==> src/rtl/syn_ram_pkg.sv <==
// rtl/syn_ram_pkg.sv - shared FSM encoding and read-during-write policy constants
package syn_ram_pkg;

   typedef enum logic {
      INIT = 1'b0,
      RUN  = 1'b1
   } ram_state_t;

   localparam int RDW_READ_OLD      = 0;
   localparam int RDW_WRITE_THROUGH = 1;

endpackage

==> src/rtl/syn_dual_port_ram_if.sv <==
// rtl/syn_dual_port_ram_if.sv - write port, read port and status bundle of the dual-port RAM
interface syn_dual_port_ram_if #(
   parameter int DATA_WIDTH = 8,
   parameter int ADDR_WIDTH = 4
);
   logic [ADDR_WIDTH-1:0] addr_0;
   logic                  we_0;
   logic [DATA_WIDTH-1:0] data_0;
   logic [ADDR_WIDTH-1:0] addr_1;
   logic                  re_1;
   logic [DATA_WIDTH-1:0] data_1;
   logic                  valid_1;
   logic                  collision_1;
   logic                  addr_err;
   logic                  ready;

   modport master (
      output addr_0, we_0, data_0, addr_1, re_1,
      input  data_1, valid_1, collision_1, addr_err, ready
   );

   modport slave (
      input  addr_0, we_0, data_0, addr_1, re_1,
      output data_1, valid_1, collision_1, addr_err, ready
   );
endinterface

==> src/rtl/syn_ram_rd_pipe.sv <==
// rtl/syn_ram_rd_pipe.sv - one- or two-stage read result pipeline, flushed by rst
module syn_ram_rd_pipe #(
   parameter int DATA_WIDTH = 8,
   parameter int RD_LATENCY = 1
) (
   input  logic                  clk,
   input  logic                  rst,
   input  logic                  in_valid,
   input  logic [DATA_WIDTH-1:0] in_data,
   input  logic                  in_collision,
   output logic                  out_valid,
   output logic [DATA_WIDTH-1:0] out_data,
   output logic                  out_collision
);
   logic                  s1_valid;
   logic                  s1_collision;
   logic [DATA_WIDTH-1:0] s1_data;

   always_ff @(posedge clk) begin
      if (rst) begin
         s1_valid     <= 1'b0;
         s1_collision <= 1'b0;
         s1_data      <= '0;
      end else begin
         s1_valid     <= in_valid;
         s1_collision <= in_valid & in_collision;
         if (in_valid) s1_data <= in_data;
      end
   end

   generate
      if (RD_LATENCY == 2) begin : g_lat2
         logic                  s2_valid;
         logic                  s2_collision;
         logic [DATA_WIDTH-1:0] s2_data;

         // data only advances with a valid so the output holds between pulses
         always_ff @(posedge clk) begin
            if (rst) begin
               s2_valid     <= 1'b0;
               s2_collision <= 1'b0;
               s2_data      <= '0;
            end else begin
               s2_valid     <= s1_valid;
               s2_collision <= s1_collision;
               if (s1_valid) s2_data <= s1_data;
            end
         end

         assign out_valid     = s2_valid;
         assign out_collision = s2_collision;
         assign out_data      = s2_data;
      end else begin : g_lat1
         assign out_valid     = s1_valid;
         assign out_collision = s1_collision;
         assign out_data      = s1_data;
      end
   endgenerate
endmodule

==> src/rtl/syn_dual_port_ram.sv <==
// rtl/syn_dual_port_ram.sv - simple dual-port RAM with init sweep, RDW policy and address checking
module syn_dual_port_ram #(
   parameter int                    DATA_WIDTH = 8,
   parameter int                    ADDR_WIDTH = 4,
   parameter int                    DATA_DEPTH = (1 << ADDR_WIDTH),
   parameter int                    RD_LATENCY = 1,
   parameter int                    RDW_MODE   = 0,
   parameter logic [DATA_WIDTH-1:0] INIT_VALUE = '0
) (
   input logic               clk,
   input logic               rst,
   syn_dual_port_ram_if.slave ram_bus
);
   import syn_ram_pkg::*;

   localparam logic [ADDR_WIDTH:0]   DEPTH_W   = (ADDR_WIDTH + 1)'(DATA_DEPTH);
   localparam logic [ADDR_WIDTH-1:0] LAST_IDX  = ADDR_WIDTH'(DATA_DEPTH - 1);
   localparam bit                    FWD_WRITE = (RDW_MODE == RDW_WRITE_THROUGH);

   ram_state_t            state;
   logic [ADDR_WIDTH-1:0] cnt;
   logic                  ready_q;
   logic                  addr_err_q;
   logic [DATA_WIDTH-1:0] ram [DATA_DEPTH];

   logic [ADDR_WIDTH-1:0] addr_0;
   logic [ADDR_WIDTH-1:0] addr_1;
   logic [DATA_WIDTH-1:0] data_0;
   logic                  run, wr_ok, rd_ok, wr_hit, rd_hit, collide;
   logic [ADDR_WIDTH-1:0] rd_idx;
   logic [DATA_WIDTH-1:0] rd_word;

   assign addr_0  = ram_bus.addr_0;
   assign addr_1  = ram_bus.addr_1;
   assign data_0  = ram_bus.data_0;
   assign run     = (state == RUN);
   assign wr_ok   = {1'b0, addr_0} < DEPTH_W;
   assign rd_ok   = {1'b0, addr_1} < DEPTH_W;
   assign wr_hit  = run & ram_bus.we_0 & wr_ok;
   assign rd_hit  = run & ram_bus.re_1;
   assign collide = wr_hit & rd_hit & rd_ok & (addr_0 == addr_1);
   assign rd_idx  = rd_ok ? addr_1 : '0;

   // out-of-range reads still complete, returning the init pattern
   always_comb begin
      rd_word = INIT_VALUE;
      if (rd_ok) rd_word = (collide && FWD_WRITE) ? data_0 : ram[rd_idx];
   end

   always_ff @(posedge clk) begin
      if (rst) begin
         state      <= INIT;
         cnt        <= '0;
         ready_q    <= 1'b0;
         addr_err_q <= 1'b0;
      end else begin
         addr_err_q <= run & ((ram_bus.we_0 & ~wr_ok) | (ram_bus.re_1 & ~rd_ok));
         case (state)
            INIT: begin
               cnt <= cnt + 1'b1;
               if (cnt == LAST_IDX) begin
                  state   <= RUN;
                  ready_q <= 1'b1;
                  cnt     <= '0;
               end
            end
            default: ;
         endcase
      end
   end

   always_ff @(posedge clk) begin
      if (!run) ram[cnt] <= INIT_VALUE;
      else if (wr_hit && !rst) ram[addr_0] <= data_0;
   end

   syn_ram_rd_pipe #(
      .DATA_WIDTH (DATA_WIDTH),
      .RD_LATENCY (RD_LATENCY)
   ) u_rd_pipe (
      .clk           (clk),
      .rst           (rst),
      .in_valid      (rd_hit),
      .in_data       (rd_word),
      .in_collision  (collide),
      .out_valid     (ram_bus.valid_1),
      .out_data      (ram_bus.data_1),
      .out_collision (ram_bus.collision_1)
   );

   assign ram_bus.ready    = ready_q;
   assign ram_bus.addr_err = addr_err_q;
endmodule

==> src/flat_wrapper.sv <==
// flat-port wrapper written by rule: the top's interface ports become plain ports
module syn_dual_port_ram_flat import syn_ram_pkg::*;
#(
   parameter int                    DATA_WIDTH = 8,
   parameter int                    ADDR_WIDTH = 4,
   parameter int                    DATA_DEPTH = (1 << ADDR_WIDTH),
   parameter int                    RD_LATENCY = 1,
   parameter int                    RDW_MODE   = 0,
   parameter logic [DATA_WIDTH-1:0] INIT_VALUE = '0
)
  (clk, rst, ram_bus_addr_0, ram_bus_we_0, ram_bus_data_0, ram_bus_addr_1, ram_bus_re_1, ram_bus_data_1, ram_bus_valid_1, ram_bus_collision_1, ram_bus_addr_err, ram_bus_ready);
  syn_dual_port_ram_if #(.DATA_WIDTH(DATA_WIDTH), .ADDR_WIDTH(ADDR_WIDTH)) ram_bus_i ();
  input logic clk;
  input logic rst;
  input wire logic [$bits(ram_bus_i.addr_0)-1:0] ram_bus_addr_0;
  input wire logic [$bits(ram_bus_i.we_0)-1:0] ram_bus_we_0;
  input wire logic [$bits(ram_bus_i.data_0)-1:0] ram_bus_data_0;
  input wire logic [$bits(ram_bus_i.addr_1)-1:0] ram_bus_addr_1;
  input wire logic [$bits(ram_bus_i.re_1)-1:0] ram_bus_re_1;
  output wire logic [$bits(ram_bus_i.data_1)-1:0] ram_bus_data_1;
  output wire logic [$bits(ram_bus_i.valid_1)-1:0] ram_bus_valid_1;
  output wire logic [$bits(ram_bus_i.collision_1)-1:0] ram_bus_collision_1;
  output wire logic [$bits(ram_bus_i.addr_err)-1:0] ram_bus_addr_err;
  output wire logic [$bits(ram_bus_i.ready)-1:0] ram_bus_ready;
  assign ram_bus_i.addr_0 = ram_bus_addr_0;
  assign ram_bus_i.we_0 = ram_bus_we_0;
  assign ram_bus_i.data_0 = ram_bus_data_0;
  assign ram_bus_i.addr_1 = ram_bus_addr_1;
  assign ram_bus_i.re_1 = ram_bus_re_1;
  assign ram_bus_data_1 = ram_bus_i.data_1;
  assign ram_bus_valid_1 = ram_bus_i.valid_1;
  assign ram_bus_collision_1 = ram_bus_i.collision_1;
  assign ram_bus_addr_err = ram_bus_i.addr_err;
  assign ram_bus_ready = ram_bus_i.ready;
  syn_dual_port_ram #(.DATA_WIDTH(DATA_WIDTH), .ADDR_WIDTH(ADDR_WIDTH), .DATA_DEPTH(DATA_DEPTH), .RD_LATENCY(RD_LATENCY), .RDW_MODE(RDW_MODE), .INIT_VALUE(INIT_VALUE)) u_core (.clk(clk), .rst(rst), .ram_bus(ram_bus_i));
endmodule
==> config.mk <==
export PLATFORM = sky130hd
export DESIGN_NAME = syn_dual_port_ram_flat
export DESIGN_NICKNAME = d
export VERILOG_FILES = /design/src/rtl/syn_ram_pkg.sv /design/src/rtl/syn_dual_port_ram_if.sv /design/src/rtl/syn_ram_rd_pipe.sv /design/src/rtl/syn_dual_port_ram.sv /design/src/flat_wrapper.sv
export SDC_FILE = /design/constraint.sdc
export NUM_CORES = 1
export LEC_CHECK = 0
export CORE_ASPECT_RATIO = 1.25
export CORE_MARGIN = 2
export CORE_UTILIZATION = 30
export DETAILED_ROUTE_END_ITERATION = 8
export HOLD_SLACK_MARGIN = 0.06
export PLACE_DENSITY = 0.42
export SKIP_CTS_REPAIR_TIMING = 1
export SYNTH_ARGS = -nofsm -noshare
export SYNTH_HDL_FRONTEND = slang
export SYNTH_SLANG_ARGS = --single-unit
==> constraint.sdc <==
create_clock -name clk -period 3.2 [get_ports clk]
set_input_delay 0.48 -clock clk [delete_from_list [all_inputs] [get_ports clk]]
set_output_delay 0.48 -clock clk [all_outputs]
set_load 0.01 [all_outputs]
Yosys cells after proc, flatten, opt, wreduce, memory -nomap -nowiden
Memory sizes are Yosys's and may differ from the RTL's. A register that Yosys moved wholly into a read port is not among the register bits.
Cells that the tools add are included.
W data, S select, Z words.
{"block": "op_classes", "n_addsub": 1, "eq_ne": 2, "n_reduce_logical": 4, "mux": 10, "bitwise_logic": 6}
{"cell": "$mux W4", "n": 2}
{"cell": "$mux W8", "n": 1}
{"cell": "$reduce_or A8 Y1", "n": 1}
{"cell": "$mux W1", "n": 7}
{"cell": "$and A1 B1 Y1", "n": 5}
{"cell": "$add A4 B1 Y4 const B", "n": 1}
{"cell": "$eq A4 B4 Y1", "n": 1}
{"cell": "$eq A4 B4 Y1 const B", "n": 1}
{"cell": "$reduce_and A2 Y1", "n": 1}
{"cell": "$logic_and A1 B1 Y1", "n": 1}
{"cell": "$logic_not A1 Y1", "n": 1}
{"cell": "$not A1 Y1", "n": 1}
{"block": "totals", "regBits": 8, "n_memories": 1, "wordCells": 29, "mem_bits_rw": 128, "inputBits": 20}
{"name": "u_core.ram", "depth": 16, "width": 8, "rd": 1, "rd_clocked_by_memory_dff": 1, "write_ports": 1, "line_no": "syn_dual_port_ram.sv:24", "text": "logic [DATA_WIDTH-1:0] ram [DATA_DEPTH];"}

Depth between registers and ports, before layout
{"block": "logic_depth", "depth_word": 7, "ltp_mapped": 7, "mapped_depth_nobuf": 4}

By module
From an unflattened synthesis, not the netlist that was laid out.
{"block": "unflattened", "cells_unflattened": 302, "hier_area_um2": 5803.1}
{"mod": "syn_dual_port_ram", "instances": 1, "area_each_um2": 5456.5, "seq_area_each_um2": 3963.8, "cells_per_inst": 272}
{"mod": "syn_ram_rd_pipe", "instances": 1, "area_each_um2": 346.6, "seq_area_each_um2": 200.2, "cells_per_inst": 30}

Least setup slack after synthesis
No wires, ideal clock.
{"block": "synth_path", "path_kind": "input -> register", "startpoint": "input port rst", "endpoint": "memory u_core.ram[10][0] (enable)", "path_slack_ns": 1.251, "arrival_time_ns": 1.579, "stages": 4, "path_buffers": 1, "cell_sequence": "and3b_1 > clkbuf_1 > a32oi_1 > nor2_1"}
{"block": "synth_between", "elab_chain_cells": 7}
{"element": "from (decl)", "line_no": "flat_wrapper.sv:14", "text": "input logic rst;"}
{"element": "$logic_not A1 Y1 *", "line_no": "syn_dual_port_ram.sv:74", "text": "else if (wr_hit && !rst) ram[addr_0] <= data_0;"}
{"element": "$logic_and A1 B1 Y1 *", "line_no": "syn_dual_port_ram.sv:74"}
{"element": "$mux W1 *", "line_no": "syn_dual_port_ram.sv:74"}
{"element": "$mux W1 *", "line_no": "syn_dual_port_ram.sv:73", "text": "if (!run) ram[cnt] <= INIT_VALUE;"}
{"element": "$mux W1 (implied by the code) *", "line_no": "syn_dual_port_ram.sv:74"}
{"element": "$reduce_or A8 Y1 (no source line)"}
{"element": "$mux W4 (no source line) / $mux W1 (equally long branches)"}
{"element": "to (decl)", "line_no": "syn_dual_port_ram.sv:24"}
Every way passes the cells marked *; elsewhere a longest branch is shown, timed or not.

Worst setup path after layout
{"block": "layout_path", "startpoint": "register u_core.state, in the netlist u_core.run", "endpoint": "memory u_core.ram[1][1] (enable)"}
{"block": "layout_between", "elab_chain_cells": 7}
{"element": "from (decl)", "line_no": "syn_dual_port_ram.sv:20", "text": "ram_state_t state;"}
{"element": "from (signal assigned)", "line_no": "syn_dual_port_ram.sv:52", "text": "state <= INIT;"}
{"element": "from (signal assigned)", "line_no": "syn_dual_port_ram.sv:62", "text": "state <= RUN;"}
{"element": "$and A1 B1 Y1", "line_no": "syn_dual_port_ram.sv:39", "text": "assign wr_hit = run & ram_bus.we_0 & wr_ok;"}
{"element": "$logic_and A1 B1 Y1", "line_no": "syn_dual_port_ram.sv:74"}
{"element": "$mux W1", "line_no": "syn_dual_port_ram.sv:74"}
{"element": "$mux W1", "line_no": "syn_dual_port_ram.sv:73"}
{"element": "$mux W1 (implied by the code)", "line_no": "syn_dual_port_ram.sv:74"}
{"element": "$reduce_or A8 Y1 (no source line)"}
{"element": "$mux W4 (no source line) / $mux W1 (equally long branches)"}
Parallel ways exist; a longest one is shown, timed or not.

==> metrics.md <==
| Metric | Value |
|---|---|
| Outcome | `completed` |
| Initial antenna violation count | `0` |
| Worst R2R Setup Slack | `0.92 ns` |
| Die Y | `158.6 um` |
| Worst-path clk slew | `approximately 0.060 ns` |
| Layout cells sized above 1 | `24.28%` |
| Cells on worst reg2reg path | `5` |
| Arrival time of the worst setup path | `~2.5 ns` |
| Startpoint of the most critical hold path | `u_core.ram_bus.ready` |
| Starting Density | `30.53%` |
| Adder-cell area share of the yosys netlist | `0.2182%` |
| Final WL | `around 14 mm` |
| Number of synthesized flops with an enable pin | `128` |
| Crit path time final | `2.279 ns` |
| GP Congestion | `0.7267` |
| Pre-antenna DRT Iters | `4` |
| Number of vias in the routed layout | `approximately 3000` |
| Async S/R FF share, synth | `0%` |
| Worst Hold Path EP | `u_core.ram_bus.ready` |
| Number of filler cells placed in the layout | `1755` |
| First-pass GRT wire length | `20.60 mm` |
| Core Rows | `56` |
| Number of max-cap violations | `0` |
| Per-cell routed wire length | `22.12 um` |
| Antenna fix cells | `0` |
| Nets@finish | `391` |
| Worst clock skew | `0.007645 ns` |
| Total routing usage reported by global routing | `14.73%` |
| Placeable core area | `around 19000 sq um` |
| Highest clock frequency the design can meet | `438.7 MHz` |
| Yosys top cell area share | `between 60% and 70%` |
| Normalized max-slew margin | `between 40% and 50%` |
| Worst supply voltage drop on vdd | `0.0003200 V` |
| Post-synthesis sequential area ratio | `72.63%` |
| Max-slew violation count | `0` |
| Area of the multi-input gates | `1448 sq um` |
| Total nets after synthesis | `332` |
| Mean Syn Cell Area | `around 18 sq um` |
| Starting DRT DRC Count | `164` |
| Area grow syn2layout | `21.63%` |
| Total area of sequential cells | `4164 sq um` |
| Startpoint-to-endpoint class of the critical path | `flop to flop` |
| Leakage power | `2.522 nW` |
| Min-Delay Path Class | `flop to flop` |
| Data required time at the worst endpoint | `3.37 ns` |
| Setup slack of the critical path after layout | `roughly 0.92 ns` |
| Cell area after layout | `6973 sq um` |
| Cell taking the most area after synthesis | `sky130_fd_sc_hd__edfxtp_1` |
| Final setup violating endpoints | `0` |
| H-tree Lvls | `4` |
| Area contributors post-synth | `sky130_fd_sc_hd__edfxtp_1 (67%), sky130_fd_sc_hd__mux4_2 (9.8%), sky130_fd_sc_hd__dfxtp_1 (5.6%)` |
| Synth Area in Compound Gates | `3.623%` |
| Worst slack, placed | `a little over 0.6 ns` |
| Num Clock Sinks | `around 140` |
| Switching component of the power | `0.9154 mW` |
| Least-Margin Pin Slew | `around 0.85 ns` |
| Clock power share | `45.1%` |
| Worst hold path cell count | `2` |
| Switch share | `22.08%` |
| Number of buffers added on ports | `30` |
| Number of vias per cell | `about 4.8` |
| Share of cell area taken by muxes after synthesis | `approximately 16%` |
| Synth Flop Type | `sky130_fd_sc_hd__edfxtp_1` |
| Dpl hpwl | `9.231 mm` |
| Placed instance area | `6414 sq um` |
| Startpoint types | `flop` |
| Clock tree from TritonCTS | `done` |
| Number of global-route vias before repair | `about 3200` |
| Fraction of the core area covered by cells at the end of the flow | `37.13%` |
| Library cell used as clock root buffer | `sky130_fd_sc_hd__clkbuf_16` |
| Clock tree buffer depth | `2` |
| Endpoint of the lowest-slack register-to-register path | `u_core.ram[1][1]` |
| Warnings from Yosys | `0` |
| Number of remaining DRC errors | `0` |
| Accumulated negative setup slack | `0 ns` |
| Xor/xnor share of the synthesized area | `less than 1%` |
| Residual antenna-violating net count after detailed routing | `0` |
| Number of unique standard cell types used by synthesis | `39` |
| Unrepaired setup endpoints after global routing | `no` |
| I/O pin count | `32` |
| First element of the critical path | `u_core.run` |
| Dominant combinational cell family by area after synthesis | `multiplexers` |
| Netlist area before placement | `5733 sq um` |
| Share of power burned in combinational logic | `4.9%` |
| Die boundary width | `between 100 and 150 um` |
| Total grt overflow | `0` |
| Period utilization | `71.23%` |
| Worst reg2reg path startpoint | `u_core.run` |
| Full die area | `about 20000 sq um` |
| Proportion of power drawn by flip-flops and latches | `50.0%` |
| Kind of end point of the critical path | `flop` |
| CP Max Fanout | `21` |
| Number of buffers added by the clock tree synthesis step | `17` |
| Hold Fails Final Rpt | `0` |
| Flip-flop and latch count after synthesis | `144` |
| Maximum number of pins on one net before global-route repair | `22` |
| Source-to-sink clock delay at the later pin of the worst-skew pair | `0.42 ns` |
| Simple-gate share of the synthesized area | `4.801%` |
| Worst hold-check slack | `0.4690 ns` |
| Pint | `3.231 mW` |
| Gate count of the mapped netlist | `just over 300` |
| Power per cell area | `594.6 nW/um^2` |
[cells in the final DEF, fill, tap and decap left out, types with 8 or more instances in the layout]
master / instances
sky130_fd_sc_hd__mux2i_1: 12
sky130_fd_sc_hd__clkbuf_16: 17
sky130_fd_sc_hd__a31oi_1: 9
sky130_fd_sc_hd__and2_1: 9
sky130_fd_sc_hd__dfxtp_1: 16
sky130_fd_sc_hd__edfxtp_1: 128
sky130_fd_sc_hd__clkdlybuf4s50_1: 28
sky130_fd_sc_hd__buf_4: 27
sky130_fd_sc_hd__nor2_1: 27
sky130_fd_sc_hd__mux4_2: 25
sky130_fd_sc_hd__mux2_2: 8
[layout make-up]
class	count	share of cell area, %
clock buffer	17	6.101
clock inverter	15	1.920
inverter	5	0.2692
multi-input combinational	145	20.76
sequential	144	59.72
tap	232	4.163
timing repair buffer	57	7.070
[sequential cells by signal (all words and copies together), names as in the netlist]
register	cells
u_core.ram	128
u_core.u_rd_pipe.out_data	8
u_core.cnt	4
u_core.ram_bus.ready	1
u_core.run	1
u_core.u_rd_pipe.out_collision	1
u_core.u_rd_pipe.out_valid	1
[worst max-delay path, stage by stage, from the launching register on]
cell,delay [ns]
sky130_fd_sc_hd__dfxtp_1,0.61
sky130_fd_sc_hd__and3b_1,0.61
sky130_fd_sc_hd__nor3b_1,0.11
sky130_fd_sc_hd__a31oi_1,0.36
sky130_fd_sc_hd__nor2_1,0.13
sky130_fd_sc_hd__buf_4,0.20
[worst max path at each step]
stage	slack, ns	depth (start not counted)	endpoint
floorplan	1.25	4	u_core.ram[10][0]
global placement	0.60	5	u_core.u_rd_pipe.out_data[2]
detailed placement	0.61	6	u_core.ram[1][0]
CTS	0.90	5	u_core.ram[1][1]
global route	0.70	5	u_core.ram[4][3]
finish	0.92	5	u_core.ram[1][1]
[cells by family (layout without fill, tap and decap cells)]
group | Yosys count | after routing
mux | 50 | 50
simple gates | 56 | 56
other cells | 1 | 1
compound gates | 32 | 32
flops | 144 | 144
xor+xnor | 5 | 5
buf+inv | 22 | 94
fa+ha+maj | 1 | 1
[routing by layer]
layer	global-route usage (%)	part of all wire [%]	vias to the layer above
li1	-	-	1361
met1	16.54	41	1570
met2	26.74	55	31
met3	3.461	1.8	19
met4	6.332	2.7	0
met5	0	0	-
[Yosys cell counts, types with 2 or more instances]
library cell,n
sky130_fd_sc_hd__mux2_2,8
sky130_fd_sc_hd__buf_2,6
sky130_fd_sc_hd__nor3b_1,3
sky130_fd_sc_hd__mux4_1,5
sky130_fd_sc_hd__a22oi_1,6
sky130_fd_sc_hd__inv_1,5
sky130_fd_sc_hd__mux4_2,25
sky130_fd_sc_hd__and2_1,9
sky130_fd_sc_hd__buf_4,2
sky130_fd_sc_hd__nand2_1,6
sky130_fd_sc_hd__o21ai_0,3
sky130_fd_sc_hd__dfxtp_1,16
sky130_fd_sc_hd__a31oi_1,9
sky130_fd_sc_hd__nor3_1,3
sky130_fd_sc_hd__nor2_1,27
sky130_fd_sc_hd__clkbuf_1,7
sky130_fd_sc_hd__xnor2_1,4
sky130_fd_sc_hd__a21oi_1,4
sky130_fd_sc_hd__edfxtp_1,128
sky130_fd_sc_hd__mux2i_1,12
sky130_fd_sc_hd__o21ai_1,5
[power by group through the flow]
stage,clock (mW),sequential [mW],combinational (mW)
2_1_floorplan,0,2.11,0.130
3_3_place_gp,0,2.11,0.208
3_5_place_dp,0,2.11,0.209
4_1_cts,1.92,2.07,0.210
5_1_grt,2.01,2.07,0.224
6_report,1.87,2.07,0.203
[stage by stage]
| stage | cells | power [mW] |
|---|---|---|
| after floorplan | 311 | 2.236 |
| after global placement | 583 | 2.320 |
| after detailed placement | 583 | 2.323 |
| after CTS | 615 | 4.204 |
| after global routing | 615 | 4.304 |
| final | 615 | 4.146 |
No activity file was read; power rests on OpenSTA's default activity.
